===== src/rtl/alu_arbiter.sv =====
// alu_arbiter: NUM_REQ requesters share one ALU, with one operation in flight at a time.
// The optional macro ALU_ARB_ROUND_ROBIN_EN selects round-robin arbitration.
// Without the macro, the lowest requesting index wins (fixed priority).
module alu_arbiter #(
    parameter int unsigned NUM_REQ = 2
) (
    input  logic                  clk,
    input  logic                  reset,
    input  logic [NUM_REQ-1:0]    req_valid,
    output logic [NUM_REQ-1:0]    req_ready,
    input  logic [NUM_REQ*32-1:0] req_a,
    input  logic [NUM_REQ*32-1:0] req_b,
    input  logic [NUM_REQ*4-1:0]  req_op,
    output logic [NUM_REQ-1:0]    rsp_valid,
    input  logic [NUM_REQ-1:0]    rsp_ready,
    output logic [31:0]           rsp_data,
    output logic                  busy
);

    localparam int unsigned IDX_W = $clog2(NUM_REQ);

    localparam logic [1:0] S_IDLE = 2'd0;
    localparam logic [1:0] S_EXEC = 2'd1;
    localparam logic [1:0] S_RESP = 2'd2;

    logic [1:0]       r_state;
    logic [1:0]       w_next_state;
    logic [IDX_W-1:0] r_owner;
    logic [IDX_W-1:0] r_last_grant;
    logic [31:0]      r_a;
    logic [31:0]      r_b;
    logic [3:0]       r_op;
    logic [31:0]      r_result;

    logic             w_any_req;
    logic             w_found;
    logic [IDX_W-1:0] w_winner;
    int unsigned      w_rr_idx;
    logic [31:0]      w_sel_a;
    logic [31:0]      w_sel_b;
    logic [3:0]       w_sel_op;
    logic             w_owner_rsp_ready;
    logic [31:0]      w_alu_out;

    assign w_any_req = |req_valid;

    // Pick the winning requester among the currently valid requests.
    always_comb begin
        w_winner = '0;
        w_found  = 1'b0;
        w_rr_idx = 0;
`ifdef ALU_ARB_ROUND_ROBIN_EN
        for (int unsigned k = 1; k <= NUM_REQ; k++) begin
            w_rr_idx = 32'(r_last_grant) + k;
            if (w_rr_idx >= NUM_REQ) begin
                w_rr_idx = w_rr_idx - NUM_REQ;
            end
            if (!w_found && req_valid[w_rr_idx]) begin
                w_winner = IDX_W'(w_rr_idx);
                w_found  = 1'b1;
            end
        end
`else
        for (int unsigned i = 0; i < NUM_REQ; i++) begin
            if (!w_found && req_valid[i]) begin
                w_winner = IDX_W'(i);
                w_found  = 1'b1;
            end
        end
`endif
    end

    // Select the winner's operands and op, and the owner's rsp_ready.
    always_comb begin
        w_sel_a           = '0;
        w_sel_b           = '0;
        w_sel_op          = '0;
        w_owner_rsp_ready = 1'b0;
        for (int unsigned i = 0; i < NUM_REQ; i++) begin
            if (w_winner == IDX_W'(i)) begin
                w_sel_a  = req_a[i*32 +: 32];
                w_sel_b  = req_b[i*32 +: 32];
                w_sel_op = req_op[i*4 +: 4];
            end
            if (r_owner == IDX_W'(i)) begin
                w_owner_rsp_ready = rsp_ready[i];
            end
        end
    end

    // The single shared ALU, fed only from the latched operands.
    always_comb begin
        w_alu_out = '0;
        case (r_op)
            4'd0:    w_alu_out = r_a + r_b;
            4'd1:    w_alu_out = r_a << r_b[4:0];
            4'd2,
            4'd3:    w_alu_out = {31'd0, (r_a < r_b)};
            4'd4:    w_alu_out = r_a ^ r_b;
            4'd5:    w_alu_out = r_a >> r_b[4:0];
            4'd6:    w_alu_out = 32'($signed(r_a) >>> r_b[4:0]);
            4'd7:    w_alu_out = r_a | r_b;
            4'd8:    w_alu_out = r_a & r_b;
            4'd9:    w_alu_out = r_a - r_b;
            4'd10:   w_alu_out = r_b;
            default: w_alu_out = '0;
        endcase
    end

    // Next-state logic and the same-cycle grant.
    always_comb begin
        w_next_state = r_state;
        req_ready    = '0;
        case (r_state)
            S_IDLE: begin
                if (w_any_req && !reset) begin
                    for (int unsigned i = 0; i < NUM_REQ; i++) begin
                        req_ready[i] = (w_winner == IDX_W'(i));
                    end
                    w_next_state = S_EXEC;
                end
            end
            S_EXEC:  w_next_state = S_RESP;
            S_RESP: begin
                if (w_owner_rsp_ready) begin
                    w_next_state = S_IDLE;
                end
            end
            default: w_next_state = S_IDLE;
        endcase
    end

    // Response outputs are decoded from registered state only.
    always_comb begin
        rsp_valid = '0;
        for (int unsigned i = 0; i < NUM_REQ; i++) begin
            rsp_valid[i] = (r_state == S_RESP) && (r_owner == IDX_W'(i));
        end
        rsp_data = (r_state == S_RESP) ? r_result : 32'd0;
        busy     = (r_state != S_IDLE);
    end

    // State, request latch and result registers.
    always_ff @(posedge clk) begin
        if (reset) begin
            r_state      <= S_IDLE;
            r_owner      <= '0;
            r_last_grant <= IDX_W'(NUM_REQ - 1);
            r_a          <= '0;
            r_b          <= '0;
            r_op         <= '0;
            r_result     <= '0;
        end else begin
            r_state <= w_next_state;
            if (r_state == S_IDLE && w_any_req) begin
                r_owner      <= w_winner;
                r_last_grant <= w_winner;
                r_a          <= w_sel_a;
                r_b          <= w_sel_b;
                r_op         <= w_sel_op;
            end
            if (r_state == S_EXEC) begin
                r_result <= w_alu_out;
            end
        end
    end

    // Structural sanity: at most one grant, and the pointer stays in range.
    a_ready_onehot: assert property (@(posedge clk) disable iff (reset) $onehot0(req_ready));
    a_last_in_range: assert property (@(posedge clk) disable iff (reset) 32'(r_last_grant) < NUM_REQ);

endmodule


===== config.mk =====
export PLATFORM = sky130hd
export DESIGN_NAME = alu_arbiter
export DESIGN_NICKNAME = d
export VERILOG_FILES = /design/src/rtl/alu_arbiter.sv
export SDC_FILE = /design/constraint.sdc
export NUM_CORES = 1
export LEC_CHECK = 0
export CAP_MARGIN = 20
export CORE_AREA = 2 2 134 267
export DETAILED_ROUTE_END_ITERATION = 10
export DIE_AREA = 0 0 136 269
export DONT_BUFFER_PORTS = 1
export PLACE_DENSITY = 0.63
export SYNTH_ARGS = -nofsm -noshare
export SYNTH_HDL_FRONTEND = slang
export SYNTH_SLANG_ARGS = --single-unit

===== constraint.sdc =====
create_clock -name clk -period 9.1 [get_ports clk]
set_clock_uncertainty 0.05 [all_clocks]
set_input_delay 1.82 -clock clk [delete_from_list [all_inputs] [get_ports clk]]
set_output_delay 1.82 -clock clk [all_outputs]
set_load 0.005 [all_outputs]

==> results.py, run 1 <==
metrics = {
    "clock_tree": {
        "postCtsSetupBuffers": 0,
        "tritoncts": "yes",
        "cts-root-buf": "clkbuf_16",
        "cts_hold_buf": 0,
        "h-tree-depth": 3,
        "ctsResizeCount": 0,
        "path_clk_slew_ns": 0.08,
        "clock_latency_ns": 0.38,
        "numCtsBuffers": 9,
        "cts_sinks": 103,
        "cts_max_path_buffers": 2,
    },
    "power": {
        "p_per_area_mw_per_mm2": 170,
        "ir_drop_uv": 143,
        "p_total_w": 0.00242,
        "p_leak_nw": 5.37,
    },
    "timing": {
        "min_period_over_period_pct": 54.7,
        "max_freq_mhz": 201,
        "worst_pin_slew_ns": 1.13,
        "setup_tns_ns": 0,
        "hold_viol": 0,
        "rsz0062_at_grt": "no",
        "drv_slew": 0,
        "setup_viol": 0,
        "slew_headroom_pct": 23.6,
        "timing.final.crit_period_ns": 4.97,
    },
    "detailed_routing": {
        "vias_per_cell": 6.62,
        "drtIter0Drc": 1796,
        "drc_errors": 0,
        "wire_per_inst_um": 26.4,
        "drtAntennaViolNets": 0,
        "firstDrtPassIters": 6,
        "dr_total_vias": 14400,
        "wl_mm": 57.6,
    },
    "floorplanning": {
        "die_w_um": 136,
        "fp.dieH_um": 269,
        "pin_count": 179,
        "die-area_mm2": 0.0366,
        "core-area_mm2": 0.0347,
        "row_count": 97,
        "start_util_pct": 39.5,
    },
    "logic_synthesis": {
        "synth_fp_nets": 2080,
        "yosysWarnings": 0,
        "synth.cells.most_frequent": "nor2_1 (187), nand2_1 (180), mux2i_1 (135)",
        "syn_area_mm2": 0.0137,
        "syn-mean-instance-area_um2": 7.46,
        "yosys.area.top_type": "dfxtp_1",
        "synth_top_area_share_pct": 15.1,
        "synth_area_leaders": "dfxtp_1 (15%), mux2i_1 (9.9%), ha_1 (9.0%)",
        "synthDistinctLibCells": 101,
        "ys_seq_area_share_pct": 15.1,
        "async_reset_ff_share_pct": 0,
        "yosysMostFrequentCell": "nor2_1",
        "syn-instance-count": 1837,
        "synth_edf_count": 0,
        "synth_flop_cell": "dfxtp_1",
        "ys_ff_latch": 103,
    },
    "grt": {
        "antenna_found_initial": 1,
        "first_global_vias": 13300,
        "grt_pass1_wl_mm": 85.1,
        "grt_max_degree": 97,
        "overflow": 0,
        "grtUsageTotal_pct": 31.2,
    },
    "final_layout": {
        "final_cell_area_mm2": 0.0142,
        "ff_latch_area_mm2": 0.00207,
        "antenna_cells": 0,
        "num-fill-cells": 3720,
        "layout-drive-gt1-share_pct": 8.58,
        "multi_input_area_mm2": 0.0106,
        "finalNetCount": 1975,
        "area_growth_pct": 3.84,
    },
    "worst_hold_path": {
        "min-delay-start": "r_result[1]$_SDFFE_PP0N_",
        "hold_depth": 2,
        "min_to": "r_result[1]$_SDFFE_PP0N_",
        "hold_path_class": "reg -> reg",
    },
    "place": {
        "numPortBuffers": 0,
        "gp_congestion": 1.03,
        "placed_area_mm2": 0.0139,
        "dp_hpwl_mm": 43.4,
    },
    "critical_path": {
        "worstPathMaxFanout": 69,
        "timing.reg2reg.setup_slack_ns": 4.49,
        "cp.required_ns": 7.23,
        "critPathLaunchType": "input pin",
        "arrival_ns": 3.10,
        "r2r_cells": 13,
        "timing.rr.start": "r_b[2]$_SDFFE_PP0P_",
        "crit_type": "in -> out",
        "worst_setup_path_end_kind": "primary output",
        "r2r-end": "r_result[23]$_SDFFE_PP0N_",
    },
    "flow_run": {
        "drv_cap": 0,
    },
    "run_status": {
        "outcome": "finished clean",
    },
}
[per-layer routing]
layer  GRT usage [%]  vias up  share of wire, %
li1                -     6618                 -
met5               0        -                 0
met4            25.4        0               9.7
met1            38.3     6755                38
met2            47.9      842                44
met3            4.51      224               8.3
[area by class of cell]
type                       count  share of cell area (%)
clock buffer                   9                    1.58
clock inverter                 7                   0.563
inverter                      98                    2.59
multi-input combinational   1481                    74.8
sequential                   103                    14.5
tap                          445                    3.91
timing repair buffer          39                    2.04
[worst max-delay path, stage by stage]
cell and delay (ns):
nor2b_4 0.10, buf_4 0.80, nor3b_1 0.37
[metrics by stage]
stage / hold slack (ns) / util, % / worst slack (ns) / instances
4_1_cts: 0.397 / 41.0 / 4.10 / 2181
6_report: 0.396 / 41.0 / 4.13 / 2182
5_1_grt: 0.412 / 41.0 / 4.01 / 2182
3_3_place_gp: 0.375 / 40.1 / 4.14 / 2165
2_1_floorplan: 0.364 / - / 4.40 / 1837
3_5_place_dp: 0.384 / 40.1 / 4.10 / 2165
[cell families (layout without fill, tap and decap cells)]
| group | after synthesis | in the layout | share of synthesized area (%) |
|---|---|---|---|
| flops | 103 | 103 | 15.1 |
| mux | 179 | 179 | 16.0 |
| fa+ha+maj | 101 | 101 | 9.34 |
| compound gates | 604 | 604 | 31.0 |
| buf+inv | 253 | 153 | 7.82 |
| simple gates | 584 | 584 | 19.9 |
| xor+xnor | 13 | 13 | 0.831 |
[state kept, by name, indices dropped and copies added, names as in the netlist]
signal,cells
r_owner,1
r_result,32
r_op,4
r_a,32
r_b,32
r_state,2
[worst max path at each step]
stage                  from           end  slack, ns  cells past startpoint
6_report       req_valid[1]  req_ready[1]       4.13                      3
2_1_floorplan  req_valid[1]  req_ready[1]       4.40                      4
3_3_place_gp   req_valid[1]  req_ready[1]       4.14                      3
5_1_grt        req_valid[1]  req_ready[1]       4.01                      3
3_5_place_dp   req_valid[1]  req_ready[1]       4.10                      3
4_1_cts        req_valid[1]  req_ready[1]       4.10                      3
[layout by cell type (no fill, tap or decap), drive strengths merged, types with 10 or more instances in the layout]
cell,netlist,routed
and3,10,10
buf,59,38
inv,98,99
nand3,24,24
a22oi,10,10
nor3,38,38
o2111ai,12,12
nand2b,14,14
dfxtp,103,103
nor2,188,188
nand2,180,180
nand4,15,15
a221oi,30,30
a21oi,131,131
a31oi,17,17
a2111oi,13,13
clkbuf,96,10
o21ai,107,107
mux2,15,15
mux2i,135,135
o21bai,16,16
mux4,29,29
nor2b,20,20
a211oi,86,86
ha,99,99
o22ai,14,14
or2,14,14
a21o,15,15
o211ai,34,34
o221ai,14,14
and2,40,40
[power by group]
group          internal [W]  switching (W)  total (W)
Clock              0.000218       0.000215   0.000433
Sequential         0.000503       0.000111   0.000614
Combinational      0.000479       0.000890    0.00137
Total               0.00120        0.00122    0.00242
No activity file was read; power rests on OpenSTA's default activity.
==> run 2: changes to the inputs <==
clock period = 4.6 ns   (was 9.1 ns; I/O delays follow)
==> run 2 against run 1 <==
  * Sequential power up 87%
  * Largest power group unchanged
  * Combinational power increased by 110%
  * Sequential share of layout area down 0.24 points
  * Highest routed layer is now met5
  * Largest cell class unchanged
  * Hold slack about the same
  * Clock power up 96%
  * Sequential cell count unchanged
  * Wire length increased by 7.6%
  * Cell count rose by 1.5%
  * Count of clock-buffer cells in the layout stayed put
  * Critical path depth up 7
==> results.py, run 2 (same netlist as run 1, synthesis figures left out) <==
metrics = {
    "run_status": {
        "outcome": "finished clean",
    },
    "final_layout": {
        "antenna_cells": 0,
        "num-fill-cells": 3711,
        "layout-drive-gt1-share_pct": 10.2,
        "finalNetCount": 2007,
        "area_growth_pct": 5.54,
        "final_cell_area_mm2": 0.0145,
        "reg_top3": "r_a (32), r_b (32), r_result (32)",
        "final_common_cell": "nor2_1",
        "fin_util_pct": 41.7,
        "mostFrequentLayoutCells": "nor2_1 (186), nand2_1 (180), mux2i_1 (135)",
    },
    "timing": {
        "timing.final.crit_period_ns": 4.38,
        "hold_viol": 0,
        "max_freq_mhz": 228,
        "rsz0062_at_grt": "no",
        "min_period_over_period_pct": 95.2,
        "setup_viol": 0,
        "drv_slew": 0,
        "setup_tns_ns": 0,
        "worst_pin_slew_ns": 1.01,
        "whs_ns": 0.395,
        "slew_headroom_pct": 32.0,
    },
    "power": {
        "p_per_area_mw_per_mm2": 338,
        "p_leak_nw": 5.52,
        "p_total_w": 0.00489,
        "ir_drop_uv": 249,
    },
    "place": {
        "numPortBuffers": 0,
        "gp_congestion": 1.10,
        "placed_area_mm2": 0.0141,
        "dp_hpwl_mm": 48.0,
    },
    "critical_path": {
        "cp.required_ns": 4.85,
        "critPathLaunchType": "flop",
        "cp-startpoint": "r_b[0]$_SDFFE_PP0P_",
        "crit_end": "r_result[14]$_SDFFE_PP0N_",
        "arrival_ns": 4.62,
        "worst_setup_path_end_kind": "flop",
        "worstPathMaxFanout": 66,
        "timing.rr.start": "r_b[0]$_SDFFE_PP0P_",
        "r2r_cells": 10,
        "crit_type": "reg -> reg",
        "timing.reg2reg.setup_slack_ns": 0.22,
        "r2r-end": "r_result[14]$_SDFFE_PP0N_",
    },
    "clock_tree": {
        "postCtsSetupBuffers": 0,
        "ctsResizeCount": 0,
        "numCtsBuffers": 9,
        "tritoncts": "yes",
        "cts_max_path_buffers": 2,
        "cts-root-buf": "clkbuf_16",
        "path_clk_slew_ns": 0.08,
        "clock_latency_ns": 0.40,
        "h-tree-depth": 3,
        "cts_sinks": 103,
        "cts_hold_buf": 0,
    },
    "detailed_routing": {
        "drc_errors": 0,
        "dr_total_vias": 14800,
        "drtIter0Drc": 1875,
        "firstDrtPassIters": 5,
        "wl_mm": 61.9,
        "drtAntennaViolNets": 0,
        "wire_per_inst_um": 28.0,
        "vias_per_cell": 6.69,
    },
    "worst_hold_path": {
        "hold_path_class": "reg -> reg",
        "hold_depth": 2,
    },
    "floorplanning": {
        "fp.dieH_um": 269,
        "die_w_um": 136,
        "row_count": 97,
        "core-area_mm2": 0.0347,
        "die-area_mm2": 0.0366,
        "pin_count": 179,
        "start_util_pct": 39.5,
    },
    "flow_run": {
        "drv_cap": 0,
    },
    "grt": {
        "grtUsageTotal_pct": 33.7,
        "overflow": 0,
        "grt_pass1_wl_mm": 90.7,
        "antenna_found_initial": 2,
        "grt_max_degree": 97,
        "first_global_vias": 13700,
    },
}
-- run 2: layout make-up --
cell class | instances | area (um^2) | area share [%]
inverter | 98 | 368 | 2.54
clock buffer | 9 | 225 | 1.56
timing repair buffer | 71 | 533 | 3.69
clock inverter | 7 | 77.6 | 0.537
tap | 445 | 557 | 3.85
multi-input combinational | 1481 | 10600 | 73.5
sequential | 103 | 2070 | 14.3
-- run 2: worst min path at each step --
stage                               endpoint                      from
global placement    r_result[3]$_SDFFE_PP0N_  r_result[3]$_SDFFE_PP0N_
floorplan           r_result[8]$_SDFFE_PP0N_  r_result[8]$_SDFFE_PP0N_
CTS                 r_result[8]$_SDFFE_PP0N_  r_result[8]$_SDFFE_PP0N_
global route        r_result[8]$_SDFFE_PP0N_  r_result[8]$_SDFFE_PP0N_
finish              r_result[8]$_SDFFE_PP0N_  r_result[8]$_SDFFE_PP0N_
detailed placement  r_result[8]$_SDFFE_PP0N_  r_result[8]$_SDFFE_PP0N_
-- run 2: metal layers --
metal  up-vias  track usage, %  share of wire [%]
met4         2            28.4                 10
met5         -               0              0.021
met3       236            5.62                8.3
met2       946            52.0                 44
met1      6925            40.5                 37
li1       6703               -                  -
-- run 2: metrics by stage --
| stage | std cells | setup slack, ns |
|---|---|---|
| after floorplan | 1837 | 0.737 |
| after CTS | 2213 | 0.468 |
| after detailed placement | 2197 | 0.491 |
| after global routing | 2214 | 0.235 |
| final | 2214 | 0.222 |
| after global placement | 2197 | 0.467 |
-- run 2: power by group --
group          switching (W)  total (W)  internal (W)
combinational        0.00191    0.00290      0.000984
clock               0.000421   0.000850      0.000428
sequential          0.000152    0.00115      0.000996
-- run 2: critical path, stage by stage, from the launching register on --
cell and delay [ns]:
dfxtp_2 0.41, buf_4 0.67, inv_2 0.53, ha_1 0.43, o21ai_0 0.47, mux2i_1 0.31, a22oi_1 0.33, o21ai_0 0.12
o21ai_0 0.49, o2111ai_1 0.20, a22o_1 0.23
==> run 3: changes to the inputs <==
CORE_AREA = 2 2 121 240   (was 2 2 134 267)
DIE_AREA = 0 0 123 242   (was 0 0 136 269)
PLACE_DENSITY = 0.73   (was 0.63)
==> run 3 against run 2 <==
  * Sequential share of layout area about the same
  * Final area rose by 0.22%
  * First-iteration DRC count increased by 0.96%
  * Clock power rose by 3.1%
  * Core utilization up 9.9 points
  * Register-to-register slack gained 0.34 ns
  * Wire length increased by 20%
  * Count of clock-buffer cells in the layout up 1
  * Critical path depth is 1 higher
  * Maximum frequency rose by 8.4%
  * Sequential power up 3%
  * Critical path type unchanged
  * Largest cell class unchanged
==> results.py, run 3 (same netlist as run 1, synthesis figures left out) <==
metrics = {
    "run_status": {
        "outcome": "finished clean",
    },
    "critical_path": {
        "crit_type": "reg -> reg",
        "worstPathCellList": "inv_1, ha_1, nor2_1, o21ai_0, a2111oi_1, a211oi_2, o21ai_1, a21oi_2, a2111o_1, or3b_1, nand3_1",
        "cp.required_ns": 4.85,
        "worst_setup_path_end_kind": "flop",
        "critPathMaxStageDelay_ns": 0.60,
        "critPathTopFamily": "compound AO/OA/AOI/OAI gates",
        "critical-path-slowest-cell": "dfxtp_1",
        "worstPathMaxFanout": 12,
        "cp.buffers_inverters": 1,
        "critPathLaunchType": "flop",
        "arrival_ns": 4.28,
    },
    "floorplanning": {
        "core-area_mm2": 0.0281,
        "row_count": 87,
        "die-area_mm2": 0.0298,
        "fp.dieH_um": 242,
        "pin_count": 179,
        "die_w_um": 123,
        "start_util_pct": 48.8,
    },
    "grt": {
        "first_global_vias": 15200,
        "use_met3_pct": 19.6,
        "met1_usage_pct": 50.8,
        "overflow": 0,
        "grt_util_met2_pct": 76.6,
        "antenna_found_initial": 4,
        "grt_pass1_wl_mm": 108,
        "grt_max_degree": 136,
        "grt-busiest-layer": "met2",
        "grtUsageTotal_pct": 50.6,
    },
    "detailed_routing": {
        "drtIter0Drc": 1893,
        "dr_total_vias": 15800,
        "drtAntennaViolNets": 0,
        "wl_mm": 74.4,
        "firstDrtPassIters": 6,
        "vias_per_cell": 7.37,
        "wire_per_inst_um": 34.8,
        "drc_errors": 0,
    },
    "clock_tree": {
        "ctsResizeCount": 0,
        "numCtsBuffers": 9,
        "postCtsSetupBuffers": 0,
        "cts_hold_buf": 0,
        "cts_max_path_buffers": 2,
        "h-tree-depth": 3,
        "tritoncts": "yes",
        "clock_latency_ns": 0.41,
        "path_clk_slew_ns": 0.09,
        "cts_sinks": 103,
        "cts-root-buf": "clkbuf_16",
    },
    "power": {
        "p_per_area_mw_per_mm2": 355,
        "p_total_w": 0.00515,
        "ir_drop_uv": 202,
        "p_leak_nw": 5.59,
    },
    "final_layout": {
        "finalNetCount": 2020,
        "area_growth_pct": 5.78,
        "mostFrequentLayoutCells": "nor2_1 (186), nand2_1 (180), mux2i_1 (135)",
        "multi_input_area_mm2": 0.0106,
        "final_common_cell": "nor2_1",
        "ff_latch_area_mm2": 0.00207,
        "stdcell_count": 2141,
        "layout-drive-gt1-share_pct": 10.8,
        "reg_top3": "r_a (32), r_b (32), r_result (32)",
        "fin_util_pct": 51.6,
        "num-fill-cells": 2816,
    },
    "timing": {
        "drv_slew": 0,
        "setup_viol": 0,
        "setup_tns_ns": 0,
        "timing.final.crit_period_ns": 4.04,
        "slew_headroom_pct": 20.1,
        "rsz0062_at_grt": "no",
        "whs_ns": 0.402,
        "max_freq_mhz": 248,
        "worst_pin_slew_ns": 1.17,
        "hold_viol": 0,
        "min_period_over_period_pct": 87.8,
    },
    "place": {
        "dp.cells": 2117,
        "dp_hpwl_mm": 55.6,
        "gp_congestion": 1.11,
        "numPortBuffers": 0,
    },
    "flow_run": {
        "drv_cap": 0,
    },
    "worst_hold_path": {
        "hold_path_class": "reg -> reg",
    },
}
-- run 3: metal layers --
layer  part of all wire, %  routed length [um]
met3                    10                7620
met1                    32               23500
met5                 0.036                  27
met2                    44               33000
met4                    14               10200
-- run 3: report_power, final --
group	leakage, nW	total (W)	switching (W)	internal [W]
sequential	0.852	0.00119	0.000192	0.000996
combinational	4.59	0.00309	0.00207	0.00102
clock	0.144	0.000876	0.000448	0.000428
-- run 3: worst paths after layout --
kind                          endpoint  cells past startpoint                      from  slack, ns
min reg2reg   r_result[1]$_SDFFE_PP0N_                      2  r_result[1]$_SDFFE_PP0N_       0.40
max reg2reg  r_result[28]$_SDFFE_PP0N_                     11       r_a[9]$_SDFFE_PP0P_       0.56
min           r_result[1]$_SDFFE_PP0N_                      2  r_result[1]$_SDFFE_PP0N_       0.40
max          r_result[28]$_SDFFE_PP0N_                     11       r_a[9]$_SDFFE_PP0P_       0.56
-- run 3: cell type report --
| class | count | area share, % |
|---|---|---|
| Antenna cell | 4 | 0.0691 |
| Clock buffer | 10 | 1.58 |
| Clock inverter | 5 | 0.449 |
| Inverter | 98 | 2.54 |
| Multi-Input combinational cell | 1481 | 73.5 |
| Sequential cell | 103 | 14.3 |
| Tap cell | 356 | 3.07 |
| Timing Repair Buffer | 84 | 4.55 |
-- run 3: worst register-to-register path, cell delays in order, from the launching register on --
cell and delay, ns:
dfxtp_1 0.60, inv_1 0.25, ha_1 0.50, nor2_1 0.24, o21ai_0 0.15, a2111oi_1 0.58
a211oi_2 0.15, o21ai_1 0.49, a21oi_2 0.22, a2111o_1 0.46, or3b_1 0.17, nand3_1 0.07
-- run 3: metrics by stage --
step | setup WS (ns) | cell area [um^2]
floorplan | 0.737 | 13700
global placement | 0.842 | 14100
detailed placement | 0.765 | 14100
CTS | 0.733 | 14400
global route | 0.500 | 14500
finish | 0.561 | 14500
